## config.mk

```make
export PLATFORM = sky130hd
export DESIGN_NAME = uart_tx_arbiter_flat
export DESIGN_NICKNAME = d
export VERILOG_FILES = /design/src/rtl/uart_tx_arbiter_if.sv /design/src/rtl/uart_tx_arbiter.sv /design/src/flat_wrapper.sv
export SDC_FILE = /design/constraint.sdc
export NUM_CORES = 1
export LEC_CHECK = 0
export CORE_MARGIN = 2
export CORE_UTILIZATION = 45
export CTS_CLUSTER_SIZE = 12
export DETAILED_ROUTE_END_ITERATION = 8
export DONT_BUFFER_PORTS = 1
export HOLD_SLACK_MARGIN = 0.1
export PLACE_DENSITY = 0.74
export SLEW_MARGIN = 40
export SYNTH_ARGS = -nofsm -noshare
export SYNTH_HDL_FRONTEND = slang
export SYNTH_SLANG_ARGS = --single-unit
```

## constraint.sdc

```tcl
create_clock -name clk -period 1.5 [get_ports clk]
set_input_delay 0.15 -clock clk [delete_from_list [all_inputs] [get_ports clk]]
set_output_delay 0.15 -clock clk [all_outputs]
set_load 0.03 [all_outputs]
```

## src/rtl/uart_tx_arbiter_if.sv

```systemverilog
// Byte-stream bundle between N_REQ packet sources, the arbiter and one UART transmitter.
// The slave view is the arbiter; the master view drives requesters and the UART side.
interface uart_tx_arbiter_if #(
    parameter int N_REQ = 4
);
    logic [8*N_REQ-1:0]       req_tdata;
    logic [N_REQ-1:0]         req_tvalid;
    logic [N_REQ-1:0]         req_tlast;
    logic [N_REQ-1:0]         req_tready;
    logic [7:0]               tx_tdata;
    logic                     tx_tvalid;
    logic                     tx_tready;
    logic [$clog2(N_REQ)-1:0] grant;
    logic                     busy;
    logic                     timeout_err;

    modport slave (
        input  req_tdata, req_tvalid, req_tlast, tx_tready,
        output req_tready, tx_tdata, tx_tvalid, grant, busy, timeout_err
    );

    modport master (
        output req_tdata, req_tvalid, req_tlast, tx_tready,
        input  req_tready, tx_tdata, tx_tvalid, grant, busy, timeout_err
    );
endinterface

```

## src/rtl/uart_tx_arbiter.sv

```systemverilog
// Round-robin packet arbiter feeding one UART transmitter; a granted requester keeps
// the UART until its tlast beat, or until it stalls for TIMEOUT idle cycles.
//
// state | meaning
// IDLE  | no owner; pick next requester after `last` in round-robin order
// PASS  | owner's stream passed straight through to the UART until tlast or abort
module uart_tx_arbiter #(
    parameter int N_REQ   = 4,
    parameter int TIMEOUT = 255
) (
    input  logic             clk,
    input  logic             nrst,
    uart_tx_arbiter_if.slave bus
);
    localparam int GW = $clog2(N_REQ);
    localparam int CW = $clog2(TIMEOUT + 1);
    localparam logic [CW-1:0] CNT_TOP = CW'(TIMEOUT);

    typedef enum logic {IDLE, PASS} state_t;

    state_t        state;
    logic [GW-1:0] grant_q;
    logic [GW-1:0] last_q;
    logic [CW-1:0] idle_cnt;
    logic          busy_q;
    logic          timeout_q;

    logic [GW-1:0] pick;
    logic [GW-1:0] idx;
    logic          pick_found;
    logic          own_valid;
    logic          own_last;
    logic [7:0]    data_arr [N_REQ];

    always_comb begin
        for (int i = 0; i < N_REQ; i++) begin
            data_arr[i] = bus.req_tdata[8*i +: 8];
        end
    end

    // Scan from farthest to nearest so the nearest valid requester after last_q wins.
    always_comb begin
        pick_found = 1'b0;
        pick       = '0;
        idx        = '0;
        for (int k = N_REQ; k >= 1; k--) begin
            idx = GW'((int'(last_q) + k) % N_REQ);
            if (bus.req_tvalid[idx]) begin
                pick_found = 1'b1;
                pick       = idx;
            end
        end
    end

    assign own_valid = bus.req_tvalid[grant_q];
    assign own_last  = bus.req_tlast[grant_q];

    always_ff @(posedge clk or negedge nrst) begin
        if (!nrst) begin
            state     <= IDLE;
            grant_q   <= '0;
            last_q    <= GW'(N_REQ - 1);
            idle_cnt  <= '0;
            busy_q    <= 1'b0;
            timeout_q <= 1'b0;
        end else begin
            timeout_q <= 1'b0;
            case (state)
                IDLE: begin
                    if (pick_found) begin
                        grant_q  <= pick;
                        last_q   <= pick;
                        idle_cnt <= '0;
                        busy_q   <= 1'b1;
                        state    <= PASS;
                    end
                end
                PASS: begin
                    // A presented byte (even if back-pressured) proves the owner is alive.
                    if (own_valid) begin
                        idle_cnt <= '0;
                        if (bus.tx_tready && own_last) begin
                            busy_q <= 1'b0;
                            state  <= IDLE;
                        end
                    end else if (idle_cnt >= CNT_TOP - 1'b1) begin
                        idle_cnt  <= CNT_TOP;
                        timeout_q <= 1'b1;
                        busy_q    <= 1'b0;
                        state     <= IDLE;
                    end else begin
                        idle_cnt <= idle_cnt + 1'b1;
                    end
                end
                default: begin
                    busy_q <= 1'b0;
                    state  <= IDLE;
                end
            endcase
        end
    end

    always_comb begin
        bus.tx_tvalid  = 1'b0;
        bus.tx_tdata   = 8'h00;
        bus.req_tready = '0;
        if (state == PASS) begin
            bus.tx_tvalid           = own_valid;
            bus.tx_tdata            = data_arr[grant_q];
            bus.req_tready[grant_q] = bus.tx_tready;
        end
    end

    assign bus.grant       = grant_q;
    assign bus.busy        = busy_q;
    assign bus.timeout_err = timeout_q;
endmodule

```

## src/flat_wrapper.sv

```systemverilog
// flat-port wrapper written by rule: the top's interface ports become plain ports
module uart_tx_arbiter_flat 
#(
    parameter int N_REQ   = 4,
    parameter int TIMEOUT = 255
)
  (clk, nrst, bus_req_tdata, bus_req_tvalid, bus_req_tlast, bus_tx_tready, bus_req_tready, bus_tx_tdata, bus_tx_tvalid, bus_grant, bus_busy, bus_timeout_err);
  uart_tx_arbiter_if #(.N_REQ(N_REQ)) bus_i ();
  input  logic clk;
  input  logic nrst;
  input wire logic [$bits(bus_i.req_tdata)-1:0] bus_req_tdata;
  input wire logic [$bits(bus_i.req_tvalid)-1:0] bus_req_tvalid;
  input wire logic [$bits(bus_i.req_tlast)-1:0] bus_req_tlast;
  input wire logic [$bits(bus_i.tx_tready)-1:0] bus_tx_tready;
  output wire logic [$bits(bus_i.req_tready)-1:0] bus_req_tready;
  output wire logic [$bits(bus_i.tx_tdata)-1:0] bus_tx_tdata;
  output wire logic [$bits(bus_i.tx_tvalid)-1:0] bus_tx_tvalid;
  output wire logic [$bits(bus_i.grant)-1:0] bus_grant;
  output wire logic [$bits(bus_i.busy)-1:0] bus_busy;
  output wire logic [$bits(bus_i.timeout_err)-1:0] bus_timeout_err;
  assign bus_i.req_tdata = bus_req_tdata;
  assign bus_i.req_tvalid = bus_req_tvalid;
  assign bus_i.req_tlast = bus_req_tlast;
  assign bus_i.tx_tready = bus_tx_tready;
  assign bus_req_tready = bus_i.req_tready;
  assign bus_tx_tdata = bus_i.tx_tdata;
  assign bus_tx_tvalid = bus_i.tx_tvalid;
  assign bus_grant = bus_i.grant;
  assign bus_busy = bus_i.busy;
  assign bus_timeout_err = bus_i.timeout_err;
  uart_tx_arbiter #(.N_REQ(N_REQ), .TIMEOUT(TIMEOUT)) u_core (.clk(clk), .nrst(nrst), .bus(bus_i));
endmodule
```

==> summary.md, run 1 <==
| Metric | Value |
|---|---|
| Synthesis-to-layout area growth | 32.8% |
| Post-synth EDFFs | 0 |
| Layout cells sized above 1 | 0.486 |
| WL final | 2900 um |
| Unrepaired setup endpoints after global routing | yes |
| Die Height | about 55 um |
| Die area | roughly 3000 um^2 |
| Initial Util | 0.473 |
| First-pass GRT wire length | 4370 um |
| Worst relative slew slack | 0.544 |
| Status | finished, violations left |
| Die Width | 55.0 um |
| Starting DRT DRC Count | 23 |
| Vias/cell | slightly above 6 |
| Mean area per synthesized cell | 10.3 um^2 |
| CTS buffer count | 3 |
| Top-area cell type share of the netlist area | 0.278 |
| Fin cells | 170 |
| Core Area | around 2500 um^2 |
| Synth cell types | 34 |
| Final ANT Viol Nets | 0 |
| Post-Syn Area | 1170 um^2 |
| Power Dens Cells | 2000 nW/um^2 |
| GRT Total Usage | 0.205 |
| Critical path data arrival time | approximately 1600 ps |
| Crit-path leading delay family | multiplexers |
| Hold_ws | 130 ps |
| Peak VDD IR | approximately 1.4 mV |
| Hold Vio Cnt, Final | 0 |
| Fillers | between 150 and 200 |
| Worst-Margin Slew | roughly 680 ps |
| Sw Share | 0.452 |
| CP peak stage delay | 550 ps |
| Worst reg2reg setup slack | -150 ps |
| Leading post-synthesis cells by cell area | dfrtp_1 (28%), mux4_2 (19%), a211o_1 (6.0%) |
| Flop pwr share | 0.216 |
| DP HPWL | between 2000 and 2500 um |
| Cell Rows | 18 |
| DP Area | 1340 um^2 |
| Mapped Cells | 114 |
| Synthesized net count | 159 |
| Min Tclk post-route | 1710 ps |
| Placed insts | between 150 and 200 |
| Largest net degree at the start of global routing | 16 |
| Top cell type by total area after synthesis | dfrtp_1 |
| Worst min-delay path class | primary input to flop |
| Power, Total | 3.11 mW |
| Synth Area in XOR/XNOR | 0 |
| CP Capture Type | primary output |
| Leakage | roughly 0.71 nW |
| Crit path max fanout | 3 |
| Post-synth top flop | dfrtp_1 |
| Root Driver | clkbuf_4 |
| Violated checks | negative setup slack |
| Clock Latency Late Sink | between 200 and 300 ps |
| Critical-path cell list | mux4_2, buf_6, and2_4 |
| Max-cap check violation count | 0 |
| Main combinational cell family by area after synthesis | simple AND/OR/NAND/NOR gates |
| Max frequency | 0.586 GHz |
| Seq/Total Area, Yosys | 0.323 |
| Post-synth top cells | dfrtp_1 (13), mux4_2 (10), nor2_1 (10), and2_1 (9) |
| Remaining DRCs | 0 |
| Final worst-path cycle share | 1.14 |
| Cell Int Power | 1.70 mW |
| Simple-Gate Fraction of Synth Area | 0.238 |
| Part of the power in combinational logic | 0.706 |
| Overall via count from detail_route | 1048 |
| Yosys reg bits | 15 |
| CTS tree | built |
| Worst-path clk slew | approximately 100 ps |
| Post-synthesis adder-cell area fraction | 0.0214 |
| Async S/R FF share, synth | 1.00 |
| Drt first pass iters | 4 |
| Vias in the first global route | 1034 |
| Crit path buffers/inverters | 1 |
| Post-layout nets | ~190 |
| Setup ws final | -207 ps |
| Total clock sinks | 15 |
| Startpoint types | flop |
| Switching power total | 1.41 mW |
| CP Class | flop to primary output |
| Port bufs | 0 |
| Most instantiated library cell after synthesis | dfrtp_1 |
| Clock share of power | 0.078 |
| Critical path data required time | 1350 ps |
| Crit-path slowest cell | mux4_2 |
| Design area | 1560 um^2 |
| Ys Warns | 0 |
| I/O pins | 60 |
| Ant. Diodes | 0 |
| Slew Viols, Final | 0 |
| Compound-Gate Fraction of Synth Area | 0.178 |
| Initial antenna violation count | 0 |
| Wirelength per Cell | 17.0 um |
| Clk_skew | about 9 ps |
| Gr ovfl total | 0 |
| Clock Tree Buf Depth | 2 |
| Final setup vio count | 20 |
| H-tree Lvls | 1 |
| Mux cell area share after synthesis | 0.192 |
| GPL Wtd Cong | between 0.8 and 0.9 |
[through the flow]
| step | setup TNS, ps | util | setup WS (ps) |
|---|---|---|---|
| 6_report | -2860 | 0.628 | -207 |
| 3_5_place_dp | -486 | 0.542 | -105 |
| 4_1_cts | -2730 | 0.596 | -210 |
| 2_1_floorplan | -4160 | - | -285 |
| 3_3_place_gp | -64.3 | 0.542 | -39.9 |
| 5_1_grt | -4180 | 0.628 | -274 |
[cell usage in the layout, fill, tap and decap left out, types with 2 or more instances in the layout]
cell type,count
nand3_2,2
nand3_1,2
nor2_1,8
buf_4,17
nand2_1,3
mux4_2,10
o21ai_1,3
nor3b_1,2
a21o_1,4
o21ai_2,2
buf_6,7
nand2b_4,2
nor2_2,2
a211o_1,8
and3_1,3
dlygate4sd3_1,2
dfrtp_1,11
dfstp_2,2
nand2b_1,5
and2_4,9
ha_1,2
nor3b_2,2
inv_1,4
o21ai_0,3
dfrtp_2,2
clkbuf_4,3
[layer usage]
metal,vias to the layer above,track usage,routed length (um)
li1,488,-,-
met1,510,0.214,1100
met2,45,0.377,1520
met3,5,0.0618,241
met4,0,0.0854,35
met5,-,0,0
[area by class of cell]
class	count	area, um^2	area share
Clock buffer	4	26.3	0.0169
Inverter	4	15.0	0.00965
Tap cell	30	37.5	0.0241
Sequential cell	15	380	0.245
Multi-Input combinational cell	90	850	0.546
Timing Repair Buffer	27	246	0.158
[registers in the layout, indices dropped and copies added (netlist names)]
signal,flops
u_core.bus.busy,1
u_core.bus.timeout_err,1
u_core.last_q,2
u_core.bus.grant,2
u_core.idle_cnt,8
u_core.state,1
[worst reg2reg max path: cells and delay by family (launching register included)]
kind                   cells  cell delay, ps
muxes                      1             550
DFF                        1             410
AOI/OAI and AO/OA          2             350
buffers and inverters      2             260
[worst paths after layout]
kind,from,to,depth (start not counted)
setup / recovery,u_core.bus.grant[0]$_DFFE_PN0P_,bus_tx_tvalid,3
hold / removal,bus_req_tvalid[3],u_core.last_q[1]$_DFFE_PN1P_,3
setup reg to reg,u_core.bus.grant[0]$_DFFE_PN0P_,u_core.state$_DFF_PN0_,5
hold reg to reg,u_core.last_q[1]$_DFFE_PN1P_,u_core.last_q[1]$_DFFE_PN1P_,1
max in group asynchronous,nrst,u_core.bus.grant[0]$_DFFE_PN0P_,1
min in group asynchronous,nrst,u_core.state$_DFF_PN0_,1
[repair_timing]
action / 4_1_cts / 5_1_grt
hold buffers: 2 / 0
endpoints found under the setup margin: 22 / 25
buffers inserted: 2 / 4
pin swaps: 2 / 6
resized for setup: 30 / 12
endpoints found under the hold margin: 16 / 0
cloned: 0 / 1
[logic make-up (layout without fill, tap and decap cells)]
kind of cell,count (synthesis),after routing
AND/OR/NAND/NOR,48,49
AO/OA/AOI/OAI,29,29
flip-flops,15,15
multiplexers,10,10
buffers and inverters,10,35
adder cells (fa/ha/maj),2,2
[power by group through the flow]
stage / combinational, mW / sequential (mW) / clock, mW
2_1_floorplan: 1.38 / 0.694 / 0
3_3_place_gp: 1.68 / 0.666 / 0
3_5_place_dp: 1.72 / 0.675 / 0
4_1_cts: 2.00 / 0.678 / 0.239
5_1_grt: 2.36 / 0.694 / 0.265
6_report: 2.20 / 0.670 / 0.243
Note: power is estimated with default switching activity, not from simulation.
==> run 2: changes to the inputs <==
--- a/config.mk
+++ b/config.mk
@@ -7,7 +7,7 @@
 export LEC_CHECK = 0
 export CORE_MARGIN = 2
 export CORE_UTILIZATION = 45
-export CTS_CLUSTER_SIZE = 12
+export CTS_CLUSTER_SIZE = 16
 export DETAILED_ROUTE_END_ITERATION = 8
 export DONT_BUFFER_PORTS = 1
 export HOLD_SLACK_MARGIN = 0.1
==> results of run 2 <==
No change in the layout: final DEF, timing and power equal those of run 1.
==> run 3: changes to the inputs <==
--- a/config.mk
+++ b/config.mk
@@ -5,6 +5,7 @@
 export SDC_FILE = /design/constraint.sdc
 export NUM_CORES = 1
 export LEC_CHECK = 0
+export ABC_CLOCK_PERIOD_IN_PS = 1500
 export CORE_MARGIN = 2
 export CORE_UTILIZATION = 45
 export CTS_CLUSTER_SIZE = 16
==> results of run 3 <==
No change in the layout: final DEF, timing and power equal those of run 1.
